`src/rtl/ram_arbiter_if.sv`:
```
// Requester command/response channel shared by both clients of ram_arbiter.
interface ram_arbiter_if #(
  parameter int ADDR_W = 12,
  parameter int DATA_W = 16
);
  logic              VALID;
  logic              READY;
  logic              WE;
  logic [ADDR_W-1:0] ADDR;
  logic [DATA_W-1:0] WDATA;
  logic              RSP_VALID;
  logic [DATA_W-1:0] RSP_DATA;

  modport master (
    output VALID, WE, ADDR, WDATA,
    input  READY, RSP_VALID, RSP_DATA
  );

  modport slave (
    input  VALID, WE, ADDR, WDATA,
    output READY, RSP_VALID, RSP_DATA
  );
endinterface

```
`src/rtl/ram_arbiter.sv`:
```
// Round-robin arbiter sharing one single-port synchronous RAM between two
// requesters, with a sequencer that fills the whole RAM with CLEAR_VALUE.
module ram_arbiter #(
  parameter int                ADDR_W      = 12,
  parameter int                DATA_W      = 16,
  parameter logic [DATA_W-1:0] CLEAR_VALUE = '0
) (
  input  logic              CLK,
  input  logic              RST_N,
  ram_arbiter_if.slave      A,
  ram_arbiter_if.slave      B,
  input  logic              CLEAR_START,
  output logic              BUSY,
  output logic              CLEAR_DONE,
  output logic              RAM_RDEN,
  output logic              RAM_WREN,
  output logic [ADDR_W-1:0] RAM_ADDR,
  output logic [DATA_W-1:0] RAM_WDATA,
  input  logic [DATA_W-1:0] RAM_RDATA
);

  typedef enum logic {ST_ARB, ST_CLEAR} state_t;

  state_t            state_q, state_d;
  logic              rr_q, rr_d;          // 0 = A has priority, 1 = B
  logic [ADDR_W-1:0] cnt_q, cnt_d;
  logic              ram_rden_q, ram_rden_d;
  logic              ram_wren_q, ram_wren_d;
  logic [ADDR_W-1:0] ram_addr_q, ram_addr_d;
  logic [DATA_W-1:0] ram_wdata_q, ram_wdata_d;
  logic              tag1_v_q, tag1_v_d;
  logic              tag1_id_q, tag1_id_d; // 0 = A, 1 = B
  logic              tag2_v_q;
  logic              tag2_id_q;
  logic              gnt_a, gnt_b;

  // Arbitration, command registration and clear sequencing.
  always_comb begin
    state_d     = state_q;
    rr_d        = rr_q;
    cnt_d       = cnt_q;
    ram_rden_d  = 1'b0;
    ram_wren_d  = 1'b0;
    ram_addr_d  = ram_addr_q;
    ram_wdata_d = ram_wdata_q;
    tag1_v_d    = 1'b0;
    tag1_id_d   = tag1_id_q;
    gnt_a       = 1'b0;
    gnt_b       = 1'b0;
    BUSY        = 1'b0;
    CLEAR_DONE  = 1'b0;
    case (state_q)
      ST_ARB: begin
        if (CLEAR_START) begin
          state_d = ST_CLEAR;
        end else begin
          gnt_a = A.VALID && (!B.VALID || !rr_q);
          gnt_b = B.VALID && (!A.VALID ||  rr_q);
          if (gnt_a) begin
            rr_d        = 1'b1;
            ram_rden_d  = !A.WE;
            ram_wren_d  = A.WE;
            ram_addr_d  = A.ADDR;
            if (A.WE) ram_wdata_d = A.WDATA;
            tag1_v_d    = !A.WE;
            tag1_id_d   = 1'b0;
          end else if (gnt_b) begin
            rr_d        = 1'b0;
            ram_rden_d  = !B.WE;
            ram_wren_d  = B.WE;
            ram_addr_d  = B.ADDR;
            if (B.WE) ram_wdata_d = B.WDATA;
            tag1_v_d    = !B.WE;
            tag1_id_d   = 1'b1;
          end
        end
      end
      ST_CLEAR: begin
        BUSY        = 1'b1;
        ram_wren_d  = 1'b1;
        ram_addr_d  = cnt_q;
        ram_wdata_d = CLEAR_VALUE;
        cnt_d       = cnt_q + ADDR_W'(1);
        if (cnt_q == '1) begin
          CLEAR_DONE = 1'b1;
          state_d    = ST_ARB;
        end
      end
      default: state_d = ST_ARB;
    endcase
  end

  // State, RAM command and read-tag pipeline registers.
  always_ff @(posedge CLK or negedge RST_N) begin
    if (!RST_N) begin
      state_q     <= ST_ARB;
      rr_q        <= 1'b0;
      cnt_q       <= '0;
      ram_rden_q  <= 1'b0;
      ram_wren_q  <= 1'b0;
      ram_addr_q  <= '0;
      ram_wdata_q <= '0;
      tag1_v_q    <= 1'b0;
      tag1_id_q   <= 1'b0;
      tag2_v_q    <= 1'b0;
      tag2_id_q   <= 1'b0;
    end else begin
      state_q     <= state_d;
      rr_q        <= rr_d;
      cnt_q       <= cnt_d;
      ram_rden_q  <= ram_rden_d;
      ram_wren_q  <= ram_wren_d;
      ram_addr_q  <= ram_addr_d;
      ram_wdata_q <= ram_wdata_d;
      tag1_v_q    <= tag1_v_d;
      tag1_id_q   <= tag1_id_d;
      tag2_v_q    <= tag1_v_q;
      tag2_id_q   <= tag1_id_q;
    end
  end

  assign A.READY     = gnt_a;
  assign B.READY     = gnt_b;
  assign A.RSP_VALID = tag2_v_q && !tag2_id_q;
  assign B.RSP_VALID = tag2_v_q &&  tag2_id_q;
  assign A.RSP_DATA  = RAM_RDATA;
  assign B.RSP_DATA  = RAM_RDATA;
  assign RAM_RDEN    = ram_rden_q;
  assign RAM_WREN    = ram_wren_q;
  assign RAM_ADDR    = ram_addr_q;
  assign RAM_WDATA   = ram_wdata_q;

endmodule

```
`src/flat_wrapper.sv`:
```
// flat-port wrapper written by rule: the top's interface ports become plain ports
module ram_arbiter_flat 
#(
  parameter int                ADDR_W      = 12,
  parameter int                DATA_W      = 16,
  parameter logic [DATA_W-1:0] CLEAR_VALUE = '0
)
  (CLK, RST_N, CLEAR_START, BUSY, CLEAR_DONE, RAM_RDEN, RAM_WREN, RAM_ADDR, RAM_WDATA, RAM_RDATA, A_VALID, A_WE, A_ADDR, A_WDATA, A_READY, A_RSP_VALID, A_RSP_DATA, B_VALID, B_WE, B_ADDR, B_WDATA, B_READY, B_RSP_VALID, B_RSP_DATA);
  ram_arbiter_if #(.ADDR_W(ADDR_W), .DATA_W(DATA_W)) A_i ();
  ram_arbiter_if #(.ADDR_W(ADDR_W), .DATA_W(DATA_W)) B_i ();
  input  logic CLK;
  input  logic RST_N;
  input  logic CLEAR_START;
  output logic BUSY;
  output logic CLEAR_DONE;
  output logic RAM_RDEN;
  output logic RAM_WREN;
  output logic [ADDR_W-1:0] RAM_ADDR;
  output logic [DATA_W-1:0] RAM_WDATA;
  input  logic [DATA_W-1:0] RAM_RDATA;
  input wire logic [$bits(A_i.VALID)-1:0] A_VALID;
  input wire logic [$bits(A_i.WE)-1:0] A_WE;
  input wire logic [$bits(A_i.ADDR)-1:0] A_ADDR;
  input wire logic [$bits(A_i.WDATA)-1:0] A_WDATA;
  output wire logic [$bits(A_i.READY)-1:0] A_READY;
  output wire logic [$bits(A_i.RSP_VALID)-1:0] A_RSP_VALID;
  output wire logic [$bits(A_i.RSP_DATA)-1:0] A_RSP_DATA;
  input wire logic [$bits(B_i.VALID)-1:0] B_VALID;
  input wire logic [$bits(B_i.WE)-1:0] B_WE;
  input wire logic [$bits(B_i.ADDR)-1:0] B_ADDR;
  input wire logic [$bits(B_i.WDATA)-1:0] B_WDATA;
  output wire logic [$bits(B_i.READY)-1:0] B_READY;
  output wire logic [$bits(B_i.RSP_VALID)-1:0] B_RSP_VALID;
  output wire logic [$bits(B_i.RSP_DATA)-1:0] B_RSP_DATA;
  assign A_i.VALID = A_VALID;
  assign A_i.WE = A_WE;
  assign A_i.ADDR = A_ADDR;
  assign A_i.WDATA = A_WDATA;
  assign A_READY = A_i.READY;
  assign A_RSP_VALID = A_i.RSP_VALID;
  assign A_RSP_DATA = A_i.RSP_DATA;
  assign B_i.VALID = B_VALID;
  assign B_i.WE = B_WE;
  assign B_i.ADDR = B_ADDR;
  assign B_i.WDATA = B_WDATA;
  assign B_READY = B_i.READY;
  assign B_RSP_VALID = B_i.RSP_VALID;
  assign B_RSP_DATA = B_i.RSP_DATA;
  ram_arbiter #(.ADDR_W(ADDR_W), .DATA_W(DATA_W), .CLEAR_VALUE(CLEAR_VALUE)) u_core (.CLK(CLK), .RST_N(RST_N), .A(A_i), .B(B_i), .CLEAR_START(CLEAR_START), .BUSY(BUSY), .CLEAR_DONE(CLEAR_DONE), .RAM_RDEN(RAM_RDEN), .RAM_WREN(RAM_WREN), .RAM_ADDR(RAM_ADDR), .RAM_WDATA(RAM_WDATA), .RAM_RDATA(RAM_RDATA));
endmodule
```
`config.mk`:
```
export PLATFORM = sky130hd
export DESIGN_NAME = ram_arbiter_flat
export DESIGN_NICKNAME = d
export VERILOG_FILES = /design/src/rtl/ram_arbiter_if.sv /design/src/rtl/ram_arbiter.sv /design/src/flat_wrapper.sv
export SDC_FILE = /design/constraint.sdc
export NUM_CORES = 1
export LEC_CHECK = 0
export BUFFER_PORTS_ARGS = -buffer_cell sky130_fd_sc_hd__clkbuf_2
export CORE_MARGIN = 2
export CORE_UTILIZATION = 25
export CTS_CLUSTER_SIZE = 10
export DETAILED_ROUTE_END_ITERATION = 8
export GPL_TIMING_DRIVEN = 0
export SLEW_MARGIN = 5
export SYNTH_ARGS = -nofsm -noshare
export SYNTH_HDL_FRONTEND = slang
export SYNTH_SLANG_ARGS = --single-unit
export TNS_END_PERCENT = 10
```
`constraint.sdc`:
```
create_clock -name CLK -period 2.55 [get_ports CLK]
set_input_delay 0.3825 -clock CLK [delete_from_list [all_inputs] [get_ports CLK]]
set_output_delay 0.3825 -clock CLK [all_outputs]
set_load 0.005 [all_outputs]
```
Word-level counts from Yosys, hierarchy flattened
Cells that the tools add are included.
- mux-type cells: 32
- reduce and logical (&&, ||, !) cells: 16
- $add $sub $neg: 1
- equality and inequality tests: 5
- bitwise gates (word level): 2
- operators by type and width (cell ; count):
    $mux W16 ; 5
    $mux W12 ; 3
    $pmux W16 S2 ; 1
    $pmux W12 S2 ; 1
    $mux W1 ; 20
    $add A12 B1 Y12 const B ; 1
    $eq A12 B12 Y1 const B ; 1
    $logic_not A1 Y1 ; 6
    $logic_and A1 B1 Y1 ; 4
    $pmux W1 S2 ; 2
    $reduce_and A4 Y1 ; 1
    $ne A3 B1 Y1 const B ; 1
    $ne A3 B2 Y1 const B ; 1
    $ne A3 B3 Y1 const B ; 1
    $reduce_and A3 Y1 ; 1
    $logic_or A1 B1 Y1 ; 2
    $ne A2 B2 Y1 const B ; 1
    $not A1 Y1 ; 2
    $reduce_and A2 Y1 ; 1
    $reduce_bool A2 Y1 ; 1
- input bits: 79
- flip-flop bits (word level): 47
- word-level logic and storage cells: 66

Longest topological paths before layout
Gate-level depths: netlist (run 1).
- word-level depth: 7
- gate-level depth with buffers: 5
- depth with buffers taken out: 5

Least setup slack after synthesis (run 1)
OpenSTA, ideal clock, no wires.
- kind: reg-to-output
- start point: reg u_core.rr_q
- end point: out A_READY
- slack: 0.959 ns
- stages on the path, launching flop included: 5
- arrival: 1.209 ns
- path buffers: 2
- path through: dfrtp_1 > a21boi_4 > buf_6 > buf_4 > and2_1
- cells in the longest elaborated chain, start to end: 5
- ends and longest elaborated chain (item ; line ; RTL):
    start: declaration ; ram_arbiter.sv:25 ; logic rr_q, rr_d;
    start signal: assignment ; ram_arbiter.sv:109 ; rr_q <= rr_d;
    $logic_not A1 Y1 ; ram_arbiter.sv:57 ; gnt_a = A.VALID && (!B.VALID || !rr_q);
    $logic_or A1 B1 Y1 ; ram_arbiter.sv:57 ;
    $logic_and A1 B1 Y1 ; ram_arbiter.sv:57 ;
    $mux W1 ; ram_arbiter.sv:54 ; if (CLEAR_START) begin
    $mux W1 ; ram_arbiter.sv:52 ; case (state_q)
    end: declaration ; flat_wrapper.sv:25 ; output wire logic [$bits(A_i.READY)-1:0] A_READY;
Every way passes these cells.

Worst setup path in the final report (run 1)
Same ends and word-level chain as after synthesis.

==> flow_summary.json, run 1 <==
{
  "fin_setup_tns_ns": 0,
  "place_congestion": 0.766,
  "maxCapViolCount": 0,
  "crit_path_cell_trace": "a21boi_4, buf_6, buf_4, and2_1, clkbuf_2",
  "hold_violations": 0,
  "cts_setup_buffers": 0,
  "r2r_start": "u_core.state_q",
  "post_synth_num_cell_types": 34,
  "clkLatencyLatePin_ns": 0.31,
  "syn_avg_cell_area_sq_um": 10.1,
  "power_density_mw_per_mm2": 546,
  "largest_reg_flops": 16,
  "drt-total-wl_mm": 7.26,
  "max_stage_delay_ns": 0.45,
  "timing.final.crit_share": 0.873,
  "fin_cells": 533,
  "core_area_sq_mm": 0.0102,
  "die_h_um": 106,
  "status": "finished, final reports clean",
  "grt_max_degree": 48,
  "synthCells": 258,
  "antenna_left": 0,
  "synth-seq-cells": 47,
  "cts_hold_buf": 0,
  "drive_gt1_frac": 0.451,
  "hp-class": "input pin to asynchronous set/reset pin",
  "layout.area.seq_sq_mm": 0.00118,
  "overflow": 0,
  "worstSetupStartpointType": "flop",
  "synth_area_leaders": "dfrtp_1 (45%), mux2i_1 (10%), buf_4 (9.8%), nand2_1 (3.9%), or3_1 (3.9%)",
  "first_global_vias": 2330,
  "synth-edff-count": 0,
  "cp_slowest_cell": "dfrtp_1",
  "yosys_warnings": 0,
  "crit_type": "flop to primary output",
  "drc_errors": 0,
  "yosysSeqAreaShare": 0.453,
  "hpwl_mm": 5.57,
  "placedCellCount": 524,
  "finalCriticalPeriod_ns": 2.23,
  "synth_top_flop_cell": "dfrtp_1",
  "pre_cts_ws_ns": 0.484,
  "cp_max_fo": 10,
  "portBuffers": 130,
  "start_util": 0.255,
  "area_growth_pct": 36.1,
  "clock.fmax_ghz": 0.449,
  "grt_pass1_wl_mm": 11.6,
  "yosysTopAreaCellShare": 0.453,
  "synth_common_cells": "dfrtp_1 (47), buf_4 (34), mux2i_1 (27), nand2_1 (27), a21oi_1 (18)",
  "leakage_nw": 1.79,
  "finalSetupViolCount": 0,
  "numCtsBuffers": 5,
  "io_pins": 147,
  "reg2reg_to": "u_core.tag1_v_q",
  "slew_violations": 0,
  "hold_slack_ns": 0.0629,
  "row_count": 37,
  "die_w_um": 106,
  "r2r_slack_ns": 0.62,
  "dieArea_sq_mm": 0.0112,
  "grtUsageTotal": 0.128,
  "relSlewSlack": 0.596,
  "cp_data_arrival_time_ns": 1.84,
  "cts_tree": "built",
  "wl_per_cell_um": 13.6,
  "clock_sinks": 47,
  "cts_max_level": 2,
  "crit_required_ns": 2.17,
  "clockRootBuffer": "clkbuf_8",
  "rsz0062_at_grt": "false",
  "num_vias": 2368,
  "worst_pin_slew_ns": 0.605,
  "skew_ns": 0.00923,
  "vdd_ir_drop_max_mv": 0.349,
  "endpoint_kind": "primary output",
  "setup_ws_ns": 0.325,
  "r2r_cells": 4,
  "nNetsFinal": 476,
  "post_cts_resized": 0,
  "clk_pin_slew_ns": 0.11,
  "syn-num-nets": 338,
  "synth_most_common_cell": "dfrtp_1",
  "cts_buffer_depth": 2,
  "synth-async-reset-ratio": 1.00,
  "synthesis.area_sq_mm": 0.00260,
  "n_fill_cell": 1089,
  "synth_area_leader_cell": "dfrtp_1",
  "drt-vias-per-instance": 4.44,
  "dr.pass1.iters": 4,
  "drt_iter0_markers": 94,
  "antenna_cells": 0,
  "antenna_found_initial": 0,
  "multi_input_comb_area_sq_mm": 0.00110
}
[metrics by stage]
stage | total power, mW | utilization | area, sq um
after floorplan | 1.23 | - | 2600
after global placement | 1.44 | 0.336 | 3420
after detailed placement | 1.45 | 0.336 | 3420
after CTS | 1.95 | 0.345 | 3510
after global routing | 2.06 | 0.347 | 3530
final | 1.93 | 0.347 | 3530
[critical path: cells and delay by family, from the launching register on]
kind | cells | cell delay, ns
flops | 1 | 0.45
buf+inv | 3 | 0.57
simple gates | 1 | 0.17
compound gates | 1 | 0.34
[placed cells by master, fill, tap and decap left out, drive strengths merged]
| cell type | synthesis | final |
|---|---|---|
| a211oi | 2 | 2 |
| a21boi | 1 | 1 |
| a21oi | 18 | 18 |
| a31oi | 1 | 1 |
| a32oi | 1 | 1 |
| and2 | 2 | 2 |
| and3 | 5 | 5 |
| buf | 37 | 39 |
| clkbuf | 11 | 145 |
| clkinvlp | 0 | 1 |
| dfrtp | 47 | 47 |
| ha | 1 | 1 |
| inv | 0 | 2 |
| mux2 | 1 | 1 |
| mux2i | 27 | 27 |
| nand2 | 27 | 27 |
| nand2b | 1 | 1 |
| nand3 | 3 | 3 |
| nand3b | 1 | 1 |
| nand4 | 2 | 2 |
| nor2 | 6 | 6 |
| nor2b | 4 | 4 |
| nor3 | 1 | 1 |
| nor3b | 1 | 1 |
| o211ai | 1 | 1 |
| o21ai | 17 | 17 |
| o21bai | 2 | 2 |
| o221ai | 10 | 10 |
| o22ai | 1 | 1 |
| or3 | 16 | 16 |
| xnor2 | 7 | 7 |
| xor2 | 4 | 4 |
[worst max-delay path by stage]
stage	start	to	slack, ns	cells after the start
after floorplan	u_core.rr_q	A_READY	0.96	4
after global placement	B_VALID	A_READY	0.49	6
after detailed placement	B_VALID	A_READY	0.48	6
after CTS	u_core.rr_q	A_READY	0.29	5
after global routing	u_core.rr_q	A_READY	0.23	5
final	u_core.rr_q	A_READY	0.32	5
[report_power, final]
group	switching [mW]	internal (mW)	total (mW)
registers	0.0999	0.854	0.954
clock network	0.291	0.204	0.495
logic	0.222	0.258	0.480
total	0.613	1.32	1.93
[final cells by class]
class / count / share of cell area
Clock inverter: 3 / 0.00779
Buffer: 48 / 0.0917
Tap cell: 136 / 0.0482
Sequential cell: 47 / 0.333
Timing Repair Buffer: 131 / 0.190
Multi-Input combinational cell: 163 / 0.310
Clock buffer: 5 / 0.0195
[cells by family after synthesis]
family	synth area share
adder cells (fa/ha/maj)	0.00482
flip-flops	0.453
multiplexers	0.108
buffers and inverters	0.125
XOR/XNOR	0.0371
AO/OA/AOI/OAI	0.138
AND/OR/NAND/NOR	0.133
[metal layers]
layer  GRT usage  part of all wire  vias to the layer above
li1            -                 -                     1156
met4      0.0338            0.0099                        0
met2       0.213              0.49                       90
met1       0.171              0.44                     1118
met3      0.0227             0.058                        4
met5           0                 0                        -
Note: power is estimated with default switching activity, not from simulation.
==> run 2: changes to the inputs <==
--- a/config.mk
+++ b/config.mk
@@ -10,7 +10,7 @@
 export CORE_UTILIZATION = 25
 export CTS_CLUSTER_SIZE = 10
 export DETAILED_ROUTE_END_ITERATION = 8
-export GPL_TIMING_DRIVEN = 0
+export PLACE_DENSITY_LB_ADDON = 0.25
 export SLEW_MARGIN = 5
 export SYNTH_ARGS = -nofsm -noshare
 export SYNTH_HDL_FRONTEND = slang
==> run 2 against run 1 <==
Net effect:
- wire length fell by 13%
- sequential power barely moved
- combinational power fell by 16%
- via count fell by 13%
- clock skew barely moved
- die area did not move
- clock power fell by 4.6%
- power fell by 5.0%
- design area fell by 12%
- global-route usage fell by 1.7 points
- critical path type unchanged
- first-iteration DRC count fell by 9.6%
==> flow_summary.json, run 2 (same netlist as run 1, synthesis figures left out) <==
{
  "status": "finished, final reports clean",
  "crit_type": "flop to primary output",
  "n_fill_cell": 1109,
  "cp_slowest_cell": "dfrtp_1",
  "final_util": 0.305,
  "post_cts_resized": 0,
  "slew_violations": 0,
  "drt-total-wl_mm": 6.33,
  "drt-vias-per-instance": 4.45,
  "leakage_nw": 1.50,
  "cts_max_level": 2,
  "num_vias": 2056,
  "grtUsageTotal": 0.111,
  "cts_tree": "built",
  "cp_data_arrival_time_ns": 1.67,
  "cts_setup_buffers": 0,
  "drive_gt1_frac": 0.359,
  "overflow": 0,
  "cp_max_fo": 16,
  "clk_pin_slew_ns": 0.09,
  "p_total_mw": 1.83,
  "area_growth_pct": 19.6,
  "clock_sinks": 47,
  "portBuffers": 98,
  "core_area_sq_mm": 0.0102,
  "die_w_um": 106,
  "antenna_found_initial": 0,
  "final_common_cell": "clkbuf_2",
  "largest_reg_flops": 16,
  "skew_ns": 0.00882,
  "hp-class": "input pin to flop",
  "finalSetupViolCount": 0,
  "die_h_um": 106,
  "relSlewSlack": 0.341,
  "place_congestion": 0.735,
  "drt_iter0_markers": 85,
  "max_stage_delay_ns": 0.64,
  "worstSetupStartpointType": "flop",
  "dieArea_sq_mm": 0.0112,
  "numCtsBuffers": 5,
  "clkLatencyLatePin_ns": 0.29,
  "antenna_left": 0,
  "layout_common_cells": "clkbuf_2 (98), dfrtp_1 (47), mux2i_1 (27), nand2_1 (27), a21oi_1 (18)",
  "antenna_cells": 0,
  "critical-path-top-delay-family": "flip-flops",
  "cts_buffer_depth": 2,
  "clockRootBuffer": "clkbuf_8",
  "clock.fmax_ghz": 0.486,
  "start_util": 0.255,
  "hold_violations": 0,
  "hpwl_mm": 4.72,
  "r2r_slack_ns": 0.70,
  "io_pins": 147,
  "first_global_vias": 2048,
  "nNetsFinal": 405,
  "hold_slack_ns": 0.314,
  "power_density_mw_per_mm2": 590,
  "endpoint_kind": "primary output",
  "row_count": 37,
  "drc_errors": 0,
  "vdd_ir_drop_max_mv": 0.250,
  "wl_per_cell_um": 13.7,
  "path_buf_inv": 1,
  "timing.final.crit_share": 0.806,
  "grt_max_degree": 45,
  "pre_cts_ws_ns": 0.684,
  "rsz0062_at_grt": "false",
  "crit_path_cell_trace": "nand3_1, nor2_1, and3_1, clkbuf_2",
  "fin_setup_tns_ns": 0,
  "worst_pin_slew_ns": 0.987,
  "finalCriticalPeriod_ns": 2.06,
  "grt_pass1_wl_mm": 10.0,
  "maxCapViolCount": 0,
  "dr.pass1.iters": 4,
  "crit_required_ns": 2.17,
  "setup_ws_ns": 0.494
}
run 2: cell types whose count changed in the layout (fill, tap and decap cells not counted), sizes merged:
cell	change
inv	-2
clkinv	+1
buf	-30
clkinvlp	-1
clkbuf	-40
dlygate4sd3	+1
run 2: repair_timing:
item,4_1_cts,5_1_grt
setup endpoints to repair,0,0
hold endpoints to repair,3,0
hold buffers,1,0
run 2: power by group:
part | switching [mW] | internal, mW
combinational | 0.198 | 0.205
sequential | 0.103 | 0.854
clock | 0.249 | 0.223
run 2: worst paths after layout:
path | from | endpoint | cells past startpoint
min in group asynchronous | RST_N | u_core.RAM_WDATA[14] | 2
worst max-delay path | u_core.state_q | CLEAR_DONE | 4
worst min-delay path | A_WE | u_core.tag1_v_q | 2
worst min register to register | u_core.tag1_v_q | u_core.tag2_v_q | 0
max in group asynchronous | RST_N | u_core.RAM_ADDR[8] | 3
worst max register to register | u_core.rr_q | u_core.RAM_WDATA[3] | 5
run 2: metal layers:
layer  global-route usage  part of all wire  vias to the layer above
met5                    0                 0                        -
met4               0.0451             0.026                        0
met3               0.0294             0.057                       12
met2                0.186              0.50                       51
met1                0.136              0.42                      982
li1                     -                 -                     1011
run 2: area by class of cell:
class,count,area [sq um],area share
sequential,47,1180,0.379
multi-input combinational,163,1100,0.353
timing repair buffer,108,568,0.183
tap,136,170,0.0548
clock buffer,7,86.3,0.0278
clock inverter,1,8.76,0.00282
run 2: per-stage QoR:
step / cells / area (sq um)
finish: 462 / 3110
global route: 462 / 3110
CTS: 462 / 3110
detailed placement: 453 / 3000
global placement: 453 / 3000
floorplan: 258 / 2600
